File: src/rtl/aer_event_packer_if.sv
// rtl/aer_event_packer_if.sv - arbiter-side and event-stream signal bundle for aer_event_packer
interface aer_event_packer_if #(
    parameter int Lvl_ROW_ADD = 1,
    parameter int Lvl_COL_ADD = 1,
    parameter int TS_WIDTH    = 16,
    parameter int FIFO_DEPTH  = 8
);
    localparam int EVT_W = 1 + TS_WIDTH + Lvl_ROW_ADD + Lvl_COL_ADD;
    localparam int CNT_W = $clog2(FIFO_DEPTH) + 1;

    logic                   gnt_valid_i;
    logic [Lvl_ROW_ADD-1:0] xadd_i;
    logic [Lvl_COL_ADD-1:0] yadd_i;
    logic                   polarity_i;
    logic                   grp_release_i;
    logic                   arb_enable_o;
    logic                   arb_refresh_o;
    logic [EVT_W-1:0]       evt_data_o;
    logic                   evt_valid_o;
    logic                   evt_ready_i;
    logic [CNT_W-1:0]       fifo_count_o;
    logic                   overflow_o;

    modport slave (
        input  gnt_valid_i, xadd_i, yadd_i, polarity_i, grp_release_i, evt_ready_i,
        output arb_enable_o, arb_refresh_o, evt_data_o, evt_valid_o, fifo_count_o, overflow_o
    );

    modport master (
        output gnt_valid_i, xadd_i, yadd_i, polarity_i, grp_release_i, evt_ready_i,
        input  arb_enable_o, arb_refresh_o, evt_data_o, evt_valid_o, fifo_count_o, overflow_o
    );
endinterface

File: src/rtl/aer_event_packer.sv
// rtl/aer_event_packer.sv - timestamps arbiter grants into AER words, buffers them, paces the arbiter
module aer_event_packer #(
    parameter int Lvl_ROW_ADD = 1,
    parameter int Lvl_COL_ADD = 1,
    parameter int TS_WIDTH    = 16,
    parameter int FIFO_DEPTH  = 8
) (
    input  logic               clk_i,
    input  logic               reset_i,
    aer_event_packer_if.slave  bus
);
    localparam int EVT_W = 1 + TS_WIDTH + Lvl_ROW_ADD + Lvl_COL_ADD;
    localparam int CNT_W = $clog2(FIFO_DEPTH) + 1;
    localparam int PTR_W = $clog2(FIFO_DEPTH);

    typedef enum logic [1:0] {IDLE, SCAN, REFRESH} state_e;

    state_e              state_q, state_d;
    logic [TS_WIDTH-1:0] ts_q;
    logic [TS_WIDTH-1:0] grp_ts_q, grp_ts_d;
    logic [PTR_W-1:0]    wr_ptr_q, rd_ptr_q;
    logic [CNT_W-1:0]    count_q, count_d;
    logic                overflow_q;
    logic [EVT_W-1:0]    mem_q [FIFO_DEPTH];

    logic full, empty, pop, push_ok, arb_enable, arb_refresh;
    logic [EVT_W-1:0] push_word;

    assign full      = (count_q == CNT_W'(FIFO_DEPTH));
    assign empty     = (count_q == '0);
    assign pop       = !empty && bus.evt_ready_i;
    // A full FIFO still takes a word when the head leaves in the same cycle.
    assign push_ok   = bus.gnt_valid_i && (!full || pop);
    assign push_word = {bus.polarity_i, grp_ts_q, bus.xadd_i, bus.yadd_i};
    assign count_d   = count_q + CNT_W'(push_ok) - CNT_W'(pop);

    always_comb begin
        state_d     = state_q;
        grp_ts_d    = grp_ts_q;
        arb_enable  = 1'b0;
        arb_refresh = 1'b0;
        unique case (state_q)
            IDLE: begin
                if (!bus.grp_release_i) begin
                    grp_ts_d = ts_q;
                    state_d  = SCAN;
                end
            end
            SCAN: begin
                // Keep one slot free for the grant the arbiter may already have registered.
                arb_enable = (count_q <= CNT_W'(FIFO_DEPTH - 2));
                if (bus.grp_release_i && !bus.gnt_valid_i) begin
                    state_d = REFRESH;
                end
            end
            REFRESH: begin
                arb_refresh = 1'b1;
                state_d     = IDLE;
            end
            default: state_d = IDLE;
        endcase
    end

    always_ff @(posedge clk_i or posedge reset_i) begin
        if (reset_i) begin
            state_q    <= IDLE;
            ts_q       <= '0;
            grp_ts_q   <= '0;
            wr_ptr_q   <= '0;
            rd_ptr_q   <= '0;
            count_q    <= '0;
            overflow_q <= 1'b0;
        end else begin
            state_q  <= state_d;
            ts_q     <= ts_q + TS_WIDTH'(1);
            grp_ts_q <= grp_ts_d;
            count_q  <= count_d;
            if (push_ok) begin
                wr_ptr_q <= wr_ptr_q + PTR_W'(1);
            end
            if (pop) begin
                rd_ptr_q <= rd_ptr_q + PTR_W'(1);
            end
            if (bus.gnt_valid_i && full && !pop) begin
                overflow_q <= 1'b1;
            end
        end
    end

    always_ff @(posedge clk_i) begin
        if (push_ok) begin
            mem_q[wr_ptr_q] <= push_word;
        end
    end

    assign bus.arb_enable_o  = arb_enable;
    assign bus.arb_refresh_o = arb_refresh;
    assign bus.evt_valid_o   = !empty;
    assign bus.evt_data_o    = mem_q[rd_ptr_q];
    assign bus.fifo_count_o  = count_q;
    assign bus.overflow_o    = overflow_q;
endmodule

File: src/flat_wrapper.sv
// flat-port wrapper written by rule: the top's interface ports become plain ports
module aer_event_packer_flat 
#(
    parameter int Lvl_ROW_ADD = 1,
    parameter int Lvl_COL_ADD = 1,
    parameter int TS_WIDTH    = 16,
    parameter int FIFO_DEPTH  = 8
)
  (clk_i, reset_i, bus_gnt_valid_i, bus_xadd_i, bus_yadd_i, bus_polarity_i, bus_grp_release_i, bus_evt_ready_i, bus_arb_enable_o, bus_arb_refresh_o, bus_evt_data_o, bus_evt_valid_o, bus_fifo_count_o, bus_overflow_o);
  aer_event_packer_if #(.Lvl_ROW_ADD(Lvl_ROW_ADD), .Lvl_COL_ADD(Lvl_COL_ADD), .TS_WIDTH(TS_WIDTH), .FIFO_DEPTH(FIFO_DEPTH)) bus_i ();
  input  logic clk_i;
  input  logic reset_i;
  input wire logic [$bits(bus_i.gnt_valid_i)-1:0] bus_gnt_valid_i;
  input wire logic [$bits(bus_i.xadd_i)-1:0] bus_xadd_i;
  input wire logic [$bits(bus_i.yadd_i)-1:0] bus_yadd_i;
  input wire logic [$bits(bus_i.polarity_i)-1:0] bus_polarity_i;
  input wire logic [$bits(bus_i.grp_release_i)-1:0] bus_grp_release_i;
  input wire logic [$bits(bus_i.evt_ready_i)-1:0] bus_evt_ready_i;
  output wire logic [$bits(bus_i.arb_enable_o)-1:0] bus_arb_enable_o;
  output wire logic [$bits(bus_i.arb_refresh_o)-1:0] bus_arb_refresh_o;
  output wire logic [$bits(bus_i.evt_data_o)-1:0] bus_evt_data_o;
  output wire logic [$bits(bus_i.evt_valid_o)-1:0] bus_evt_valid_o;
  output wire logic [$bits(bus_i.fifo_count_o)-1:0] bus_fifo_count_o;
  output wire logic [$bits(bus_i.overflow_o)-1:0] bus_overflow_o;
  assign bus_i.gnt_valid_i = bus_gnt_valid_i;
  assign bus_i.xadd_i = bus_xadd_i;
  assign bus_i.yadd_i = bus_yadd_i;
  assign bus_i.polarity_i = bus_polarity_i;
  assign bus_i.grp_release_i = bus_grp_release_i;
  assign bus_i.evt_ready_i = bus_evt_ready_i;
  assign bus_arb_enable_o = bus_i.arb_enable_o;
  assign bus_arb_refresh_o = bus_i.arb_refresh_o;
  assign bus_evt_data_o = bus_i.evt_data_o;
  assign bus_evt_valid_o = bus_i.evt_valid_o;
  assign bus_fifo_count_o = bus_i.fifo_count_o;
  assign bus_overflow_o = bus_i.overflow_o;
  aer_event_packer #(.Lvl_ROW_ADD(Lvl_ROW_ADD), .Lvl_COL_ADD(Lvl_COL_ADD), .TS_WIDTH(TS_WIDTH), .FIFO_DEPTH(FIFO_DEPTH)) u_core (.clk_i(clk_i), .reset_i(reset_i), .bus(bus_i));
endmodule
File: config.mk
export PLATFORM = sky130hd
export DESIGN_NAME = aer_event_packer_flat
export DESIGN_NICKNAME = d
export VERILOG_FILES = /design/src/rtl/aer_event_packer_if.sv /design/src/rtl/aer_event_packer.sv /design/src/flat_wrapper.sv
export SDC_FILE = /design/constraint.sdc
export NUM_CORES = 1
export LEC_CHECK = 0
export ABC_CLOCK_PERIOD_IN_PS = 3400
export CORE_MARGIN = 2
export CORE_UTILIZATION = 60
export CTS_CLUSTER_DIAMETER = 200
export DETAILED_ROUTE_END_ITERATION = 6
export PLACE_DENSITY = 0.81
export SLEW_MARGIN = 20
export SYNTH_ARGS = -nofsm -noshare
export SYNTH_HDL_FRONTEND = slang
export SYNTH_SLANG_ARGS = --single-unit
export TNS_END_PERCENT = 1
File: constraint.sdc
create_clock -name clk_i -period 3.4 [get_ports clk_i]
set_input_delay 0.68 -clock clk_i [delete_from_list [all_inputs] [get_ports clk_i]]
set_output_delay 0.68 -clock clk_i [all_outputs]
set_load 0.01 [all_outputs]
==> results of run 1 <==
## cells by family (layout without fill, tap and decap cells)
| kind of cell | after synthesis | in the layout |
|---|---|---|
| flip-flops | 197 | 197 |
| AND/OR/NAND/NOR | 46 | 46 |
| AO/OA/AOI/OAI | 7 | 7 |
| XOR/XNOR | 20 | 20 |
| buffers and inverters | 24 | 104 |
| multiplexers | 75 | 75 |
| adder cells (fa/ha/maj) | 11 | 11 |
## metal layers
layer,global-route usage,vias up,wire (microns)
met2,0.3408,125,6910
li1,-,1630,-
met3,0.04457,22,668
met1,0.2998,1955,5951
met4,0.08961,0,303
met5,0,-,0
## cell usage after synthesis (all sizes together), types with 5 or more instances
cell,count,share of area
buf,7,0.0076
dfrtp,45,0.14
edfxtp,152,0.59
ha,10,0.016
inv,13,0.0063
mux2,37,0.058
mux4,38,0.11
nand2,12,0.0058
nand2b,5,0.0040
nor2,10,0.0048
xnor2,13,0.015
xor2,7,0.0079
## stage by stage
stage | std cells | hold WS, ps | power [uW] | worst slack, ps
6_report | 632 | 462.4 | 7698 | 250.3
5_1_grt | 632 | 483.6 | 8028 | 187.1
4_1_cts | 632 | 462.1 | 7766 | 234.2
3_5_place_dp | 600 | 452.5 | 5647 | 565.3
3_3_place_gp | 600 | 454.1 | 5584 | 638.7
2_1_floorplan | 380 | 436.2 | 4702 | 348.9
## power by group
group          switching, uW  internal [uW]
clock                    825           1280
sequential               217           2990
combinational           1030           1350
## registers in the layout, summed over array words and instances, names as in the netlist
| name | flops |
|---|---|
| u_core.bus.fifo_count_o | 4 |
| u_core.bus.overflow_o | 1 |
| u_core.grp_ts_q | 16 |
| u_core.mem_q | 152 |
| u_core.rd_ptr_q | 3 |
| u_core.state_q | 2 |
| u_core.ts_q | 16 |
| u_core.wr_ptr_q | 3 |
## layout make-up
| type | instances | area [sq um] |
|---|---|---|
| fillers | 754 | 3515 |
| well taps | 172 | 215.2 |
| flip-flops and latches | 197 | 5692 |
| clock inverters | 10 | 152.6 |
| clock buffers | 22 | 474.2 |
| repair buffers | 59 | 540.5 |
| multi-input cells | 159 | 1982 |
| inverters | 13 | 48.80 |
## final timing paths
| check | from | end | slack (ps) | depth (start not counted) |
|---|---|---|---|---|
| setup / recovery | u_core.rd_ptr_q[2]$_DFFE_PP0N_ | bus_evt_data_o[2] | 250 | 3 |
| hold / removal | u_core.ts_q[15]$_DFF_PP0_ | u_core.ts_q[15]$_DFF_PP0_ | 460 | 1 |
| setup reg to reg | u_core.bus.fifo_count_o[2]$_DFF_PP0_ | u_core.mem_q[1][9]$_DFFE_PP_ | 1010 | 7 |
| hold reg to reg | u_core.ts_q[15]$_DFF_PP0_ | u_core.ts_q[15]$_DFF_PP0_ | 460 | 1 |
| max in group asynchronous | reset_i | u_core.ts_q[0]$_DFF_PP0_ | 2060 | 3 |
| min in group asynchronous | reset_i | u_core.bus.fifo_count_o[2]$_DFF_PP0_ | 670 | 2 |
==> key figures, run 1 <==
Place
  • Placed Instance Area: 8478 sq um
  • GP Congestion: between 0.7 and 0.8
  • Buffers on Ports: 34
  • Detailed placer's ending HPWL: 8390 microns

STA
  • Slew headroom: 0.3981
  • Fin. Hold Viols: 0
  • Slew @ Worst Pin: around 900 ps
  • Max Clk Rate: between 300 and 400 MHz
  • Final min period: 3150 ps
  • Total Neg Setup Slack: 0 ps
  • Clk_skew: 14.33 ps
  • RSZ-0062 raised after global routing: no
  • Final setup vio count: 0
  • Max-slew violations: 0
  • Final Cycle Share: 0.9264

Detailed routing
  • WL final: 13830 microns
  • Routed length per instance: 21.89 microns
  • Via Count: 3732
  • DR pass1 iterations: 5
  • Vias/cell: approximately 5.9
  • DRT antenna net count: 0
  • Remaining DRCs: 0
  • Starting DRT DRC Count: around 400

Layout
  • Commonest non-fill, non-tap cells in the layout: 152 x edfxtp_1, 44 x dfrtp_1, 34 x clkdlybuf4s50_1
  • Area grow syn2layout: 17.18%
  • Inserted Diodes: 0
  • Final instance area: approximately 9000 sq um
  • Share of layout cells above drive strength 1: 0.2826
  • Most common cell after layout, fill and taps aside: edfxtp_1
  • Nets: 466
  • Finished Core Util: 0.7215

Synth
  • Mux share of post-synthesis cell area: 0.1720
  • Syn nets: 399
  • Synth Register Bits: 197
  • Synth Area in Simple Gates: 0.03172
  • Seq/Total Area, Yosys: 0.7324
  • Fraction of registers with async set/reset: 0.2284
  • Largest family of logic cells by synthesized area: multiplexers
  • Synth warnings: 0
  • XOR/XNOR Fraction of Synth Area: 0.02254
  • Gate Count Post-Synth: 380
  • Complex-gate fraction of the synthesized area: 0.006924
  • Syn Area/Cell: 20.45 sq um
  • Post-synth EDFFs: 152
  • Post-synth top flop: edfxtp_1
  • Mapped Area: 7770 sq um
  • Netlist cell types: 36
  • Post-Synth Adder-Cell Area: 0.01868

Floorplanning
  • Full die area: 13880 sq um
  • Io pins: 35
  • Starting density of the core: 0.6157
  • Die X: 117.8 microns
  • Core box area: approximately 13000 sq um
  • # rows: 41
  • Die Span Y: around 120 microns

CTS
  • CTS tree: done
  • CTS buffer count: 17
  • Clock Sinks: slightly below 200
  • Post-CTS sizing: 0
  • Max clock buf depth: 2
  • Reg clk slew, reported paths: 70 ps
  • H-tree depth: 4
  • Clk root buf: clkbuf_16
  • Clock latency on the worst-skew pair: 430 ps
  • Hold-fix buffers, CTS: 0
  • Post-CTS Setup Inserts: 0

Global routing
  • Number of global-route vias before repair: 3799
  • Initial antenna violation count: 0
  • Pin count of the biggest net entering global routing: 32
  • GR Overflow Total: 0
  • First-pass GRT wire length: 21790 microns
  • GR Util All Layers: 0.2160

Critical path
  • Worst endpoint required time: 2720 ps
  • Ordered cell list for the critical path: buf_4 > mux2_4 > clkdlybuf4s50_1
  • CP arrival: 2470 ps
  • Setup Crit Path Kind: reg -> out
  • Slowest stage cell, crit path: dfrtp_1
  • Startpoint types: flip-flop
  • CP top delay family: flip-flops
  • Crit-path max FO: 13
  • CP endpoint kind: output port
  • Buf/Inv on CP: 2
  • Slowest Stage Delay on Critical Path: 930 ps

Status
  • Status: complete, no violations

Power and ir drop
  • Pwr dens: 845.5 nW/um^2
  • IR drop worst, VDD: 524.1 uV
  • Leak: 0.003278 uW

Job
  • Max-cap violations: 0

Hold path
  • Worst hold path type: reg -> reg
Power figures use the tool's default switching activity.
==> run 2: changes to the inputs <==
CTS_CLUSTER_DIAMETER = 60   (was 200)
REMOVE_ABC_BUFFERS = 1   (was default)
==> run 2 against run 1 <==
  * Fmax shrank 2.9%
  * Clock-buffer cell count shrank 3
  * Clock skew shrank 4.9 ps
  * Final cell count shrank 0.32%
  * Critical endpoint is now bus_evt_data_o[18]
==> key figures, run 2 (synthesized netlist as in run 1, its figures left out) <==
Status
  • Status: complete, no violations

Detailed routing
  • Post-Route M1 WL: 5572 microns
  • Routed length per instance: 21.59 microns
  • DR pass1 iterations: 4
  • Highest routed metal layer: met4
  • Starting DRT DRC Count: 234
  • Met2 WL post-DR: roughly 7000 microns
  • DR WL met3: 783 microns
  • Vias/cell: between 5 and 6
  • WL final: 13600 microns
  • Remaining DRCs: 0
  • Via Count: approximately 3.6k
  • DRT antenna net count: 0

CTS
  • Post-CTS Setup Inserts: 0
  • CTS buffer count: 17
  • Clock Sinks: just under 200
  • Reg clk slew, reported paths: 60 ps
  • Post-CTS sizing: 0
  • CTS tree: done
  • Clock latency on the worst-skew pair: between 400 and 500 ps
  • Clk root buf: clkbuf_16
  • H-tree depth: 4
  • Max clock buf depth: 2
  • Hold-fix buffers, CTS: 0

Floorplanning
  • Full die area: 13880 sq um
  • Die Span Y: approximately 120 microns
  • # rows: 41
  • Die X: approximately 120 microns
  • Starting density of the core: 0.6157
  • Io pins: 35
  • Core box area: 12620 sq um

Place
  • Detailed placer's ending HPWL: 8535 microns
  • Pre-CTS setup slack: between 500 and 600 ps
  • GP Congestion: between 0.7 and 0.8
  • Buffers on Ports: 34

Job
  • Max-cap violations: 0

Power and ir drop
  • Pwr dens: 818.9 nW/um^2
  • Total chip power: 7364 uW
  • IR drop worst, VDD: 443.7 uV
  • Leak: about 0.0032 uW

Layout
  • Share of layout cells above drive strength 1: 0.2642
  • Biggest regs: u_core.mem_q x152, u_core.grp_ts_q x16, u_core.ts_q x16
  • Commonest non-fill, non-tap cells in the layout: 152 x edfxtp_1, 44 x dfrtp_1, 34 x clkdlybuf4s50_1
  • Area grow syn2layout: 15.73%
  • Largest register FFs: 152
  • Top reg by flops: u_core.mem_q
  • Inserted Diodes: 0
  • Fillers: slightly below 800
  • Area of the multi-input gates: 1974 sq um
  • Reg area: between 5000 and 6000 sq um
  • Most common cell after layout, fill and taps aside: edfxtp_1
  • Nets: 464

Global routing
  • Number of global-route vias before repair: 3852
  • GR Overflow Total: 0
  • Initial antenna violation count: 0
  • First-pass GRT wire length: roughly 22000 microns
  • Pin count of the biggest net entering global routing: 28
  • GR Util All Layers: 0.2138

Hold path
  • Depth of the worst hold-timing path: 1
  • Worst hold path type: reg -> reg

Critical path
  • Worst endpoint required time: 2720 ps
  • Startpoint types: flip-flop
  • Crit-path max FO: 24
  • CP endpoint kind: output port
  • Slowest stage cell, crit path: mux4_1
  • Slowest Stage Delay on Critical Path: between 600 and 700 ps
  • Setup Crit Path Kind: reg -> out
  • R2R depth: 7
  • CP arrival: 2560 ps
  • Ordered cell list for the critical path: buf_4 > mux4_1 > mux2_4 > clkdlybuf4s50_1

STA
  • Slew @ Worst Pin: 678.1 ps
  • RSZ-0062 raised after global routing: no
  • Fin worst setup slack: 156.9 ps
  • Slew headroom: 0.5480
  • Final setup vio count: 0
  • Final Cycle Share: 0.9539
  • Final min period: 3243 ps
  • Total Neg Setup Slack: 0 ps
  • Clk_skew: 9.439 ps
  • Max-slew violations: 0
  • Max Clk Rate: 308.3 MHz
  • Fin. Hold Viols: 0
run 2: cell types whose count changed in the layout (fill, tap and decap cells not counted):
| cell | change |
|---|---|
| nor2_1 | +3 |
| buf_4 | -3 |
| clkinv_2 | +1 |
| buf_12 | +1 |
| clkinv_1 | +4 |
| clkinv_4 | +1 |
| bufinv_16 | -3 |
| nor2_2 | -3 |
| clkbuf_8 | -3 |
run 2: area by class of cell:
class | instances | area share
inverters | 13 | 0.005426
flip-flops and latches | 197 | 0.6329
well taps | 172 | 0.02393
repair buffers | 57 | 0.05983
multi-input cells | 159 | 0.2196
clock inverters | 13 | 0.01016
clock buffers | 19 | 0.04814
run 2: critical path, delay by kind of cell (launching register included):
family / cells / cell delay [ps]
buffers and inverters: 2 / 870
muxes: 2 / 890
DFF: 1 / 360
run 2: report_power, final:
group | switching, uW | total [uW] | internal (uW)
Combinational | 1050 | 2390 | 1340
Clock | 790 | 1780 | 989
Sequential | 201 | 3190 | 2990
run 2: worst paths after layout:
kind / from / to / slack, ps
min in group asynchronous: reset_i / u_core.grp_ts_q[12]$_DFFE_PP0P_ / 640
worst min-delay path: u_core.bus.overflow_o$_DFFE_PP0P_ / u_core.bus.overflow_o$_DFFE_PP0P_ / 490
worst min register to register: u_core.bus.overflow_o$_DFFE_PP0P_ / u_core.bus.overflow_o$_DFFE_PP0P_ / 490
worst max-delay path: u_core.rd_ptr_q[0]$_DFFE_PP0N_ / bus_evt_data_o[18] / 160
max in group asynchronous: reset_i / u_core.grp_ts_q[9]$_DFFE_PP0P_ / 2100
worst max register to register: u_core.bus.fifo_count_o[2]$_DFF_PP0_ / u_core.mem_q[2][6]$_DFFE_PP_ / 1080
run 2: routing by layer:
metal,up-vias,global-route usage
met5,-,0
met4,0,0.08283
met3,8,0.04070
met2,106,0.3459
met1,1875,0.2933
li1,1631,-
run 2: stage by stage:
step	hold slack [ps]	std cells	instance area, sq um	util
6_report	490.3	630	8992	0.7126
2_1_floorplan	436.2	369	7696	-
4_1_cts	483.8	630	8992	0.7126
3_3_place_gp	458.5	598	8468	0.6710
5_1_grt	492.3	630	8992	0.7126
3_5_place_dp	468.6	598	8468	0.6710
==> run 3: changes to the inputs <==
CTS_BUF_LIST = sky130_fd_sc_hd__clkbuf_4   (was default)
==> run 3 against run 2 <==
  * Sequential share of layout area grew 2.0 points
  * Setup slack lost 46 ps
  * Clock-buffer cell count is the same
  * Fmax shrank 1.4%
  * Critical path depth is the same
  * Largest power group unchanged
  * Hold slack lost 29 ps
  * First-iteration DRC count grew 3.0%
  * Highest routed layer unchanged
==> key figures, run 3 (synthesized netlist as in run 1, its figures left out) <==
Status
  • Status: complete, no violations

STA
  • Slew @ Worst Pin: a little under 700 ps
  • Max Clk Rate: 304.0 MHz
  • Clk_skew: 10.27 ps
  • Fin. Hold Viols: 0
  • Final setup vio count: 0
  • Final min period: 3289 ps
  • RSZ-0062 raised after global routing: yes
  • Max-slew violations: 0
  • Slew headroom: 0.5437
  • Final Cycle Share: 0.9675

Layout
  • Top reg by flops: u_core.mem_q
  • Nets: 464
  • Largest register FFs: 152
  • Non-filler cells, final: 631
  • Biggest regs: u_core.mem_q x152, u_core.grp_ts_q x16, u_core.ts_q x16
  • Area grow syn2layout: 12.17%
  • Fillers: 824
  • Most common cell after layout, fill and taps aside: edfxtp_1
  • Finished Core Util: 0.6907
  • Share of layout cells above drive strength 1: 0.2686
  • Commonest non-fill, non-tap cells in the layout: 152 x edfxtp_1, 44 x dfrtp_1, 34 x clkdlybuf4s50_1

Critical path
  • Setup Crit Path Kind: reg -> out
  • Crit-path max FO: 24
  • Worst endpoint required time: 2720 ps
  • Startpoint types: flip-flop
  • CP arrival: roughly 2600 ps
  • CP endpoint kind: output port
  • CP top delay family: multiplexers
  • Ordered cell list for the critical path: buf_8 > mux4_1 > mux2_4 > clkdlybuf4s50_1
  • Slowest Stage Delay on Critical Path: 610 ps
  • Slowest stage cell, crit path: mux4_1
  • Buf/Inv on CP: 2

Power and ir drop
  • Clock Power Share: 0.160
  • Leak: 0.003100 uW
  • Switching Fraction: 0.2919
  • Reg power frac: 0.480
  • Pwr dens: roughly 760 nW/um^2
  • Net Sw Power: between 1500 and 2000 uW
  • Comb power frac: 0.359
  • IR drop worst, VDD: 379.2 uV
  • Pint: 4703 uW

Floorplanning
  • Full die area: 13880 sq um
  • Die Span Y: 117.8 microns
  • Starting density of the core: 0.6157
  • Core box area: 12620 sq um
  • Io pins: 35
  • Die X: about 120 microns
  • # rows: 41

CTS
  • CTS tree: done
  • Reg clk slew, reported paths: 140 ps
  • Clock latency on the worst-skew pair: 570 ps
  • H-tree depth: 4
  • CTS buffer count: 17
  • Clk root buf: clkbuf_4
  • Max clock buf depth: 2
  • Post-CTS Setup Inserts: 0
  • Clock Sinks: between 150 and 200

Hold path
  • Worst hold path type: in -> async

Detailed routing
  • WL final: 13210 microns
  • Via Count: 3655
  • DRT antenna net count: 0
  • Vias/cell: 5.792
  • DR pass1 iterations: 5
  • Starting DRT DRC Count: 241
  • Routed length per instance: approximately 21 microns
  • Remaining DRCs: 0

Place
  • Buffers on Ports: 34
  • Detailed placer's ending HPWL: 8535 microns
  • Inst Count DP: 598
  • GP Congestion: 0.7275

Global routing
  • First-pass GRT wire length: 21000 microns
  • Initial antenna violation count: 1
  • Pin count of the biggest net entering global routing: 28
  • GR Util All Layers: 0.2061
  • GR Overflow Total: 0
  • Number of global-route vias before repair: 3744

Job
  • Max-cap violations: 0
[run 3: cell types whose count changed in the layout (fill, tap and decap cells not counted), sizes merged]
cell | previous run | this run
diode | 0 | 1
[run 3: layout make-up]
class / instances / area [sq um] / share of cell area
multi-input combinational: 159 / 1974 / 0.2265
timing repair buffer: 57 / 549.3 / 0.06302
clock buffer: 19 / 142.6 / 0.01637
inverter: 13 / 48.80 / 0.005599
tap: 172 / 215.2 / 0.02469
clock inverter: 13 / 91.34 / 0.01048
antenna: 1 / 2.502 / 0.0002871
sequential: 197 / 5692 / 0.6530
[run 3: power groups by stage]
stage               logic [uW]  clock network [uW]  registers [uW]
floorplan                 1290                   0            3360
global placement          2350                   0            3210
detailed placement        2400                   0            3250
CTS                       2420                1080            3190
global route              2570                1180            3230
finish                    2390                1070            3190
[run 3: final timing paths]
path                                                      start                               to  slack (ps)  cells past startpoint
setup / recovery                 u_core.rd_ptr_q[0]$_DFFE_PP0N_                bus_evt_data_o[2]         110                      4
hold / removal                                          reset_i  u_core.grp_ts_q[12]$_DFFE_PP0P_         460                      2
setup reg to reg           u_core.bus.fifo_count_o[2]$_DFF_PP0_     u_core.mem_q[2][0]$_DFFE_PP_        1040                      7
hold reg to reg                       u_core.ts_q[15]$_DFF_PP0_        u_core.ts_q[15]$_DFF_PP0_         500                      1
max in group asynchronous                               reset_i   u_core.grp_ts_q[2]$_DFFE_PP0P_        2260                      3
min in group clk_i                    u_core.ts_q[15]$_DFF_PP0_        u_core.ts_q[15]$_DFF_PP0_         500                      1
[run 3: metal layers]
layer,track usage,share of wire,up-vias
met5,0,0,-
met1,0.2820,0.42,1918
met3,0.05039,0.044,16
li1,-,-,1638
met2,0.3274,0.52,83
met4,0.07681,0.015,0
[run 3: what timing repair did]
| item | in CTS | in global routing |
|---|---|---|
| resized for setup | 1 | 3 |
| pin swaps | 0 | 0 |
| setup endpoints to repair | 12 | 8 |
| hold buffers | 0 | 0 |
| endpoints found under the hold margin | 0 | 0 |
[run 3: worst register-to-register path: stages, from the launching register on]
cell and delay (ps):
dfrtp_1 410, inv_1 90, ha_1 230, nand2b_1 160, a31oi_2 270, nand2b_1 200, nor2_2 420, buf_4 290
[run 3: metrics by stage]
stage                     power (uW)  hold slack (ps)  setup WS [ps]  TNS [ps]  cell area, sq um
after floorplan                 4644            436.2          172.9         0              7696
after global placement          5563            458.5          596.2         0              8468
after detailed placement        5645            468.6          558.3         0              8468
after CTS                       6693            493.2          5.239         0              8706
after global routing            6975            462.4         -12.36    -22.60              8716
final                           6641            461.6          110.6         0              8716
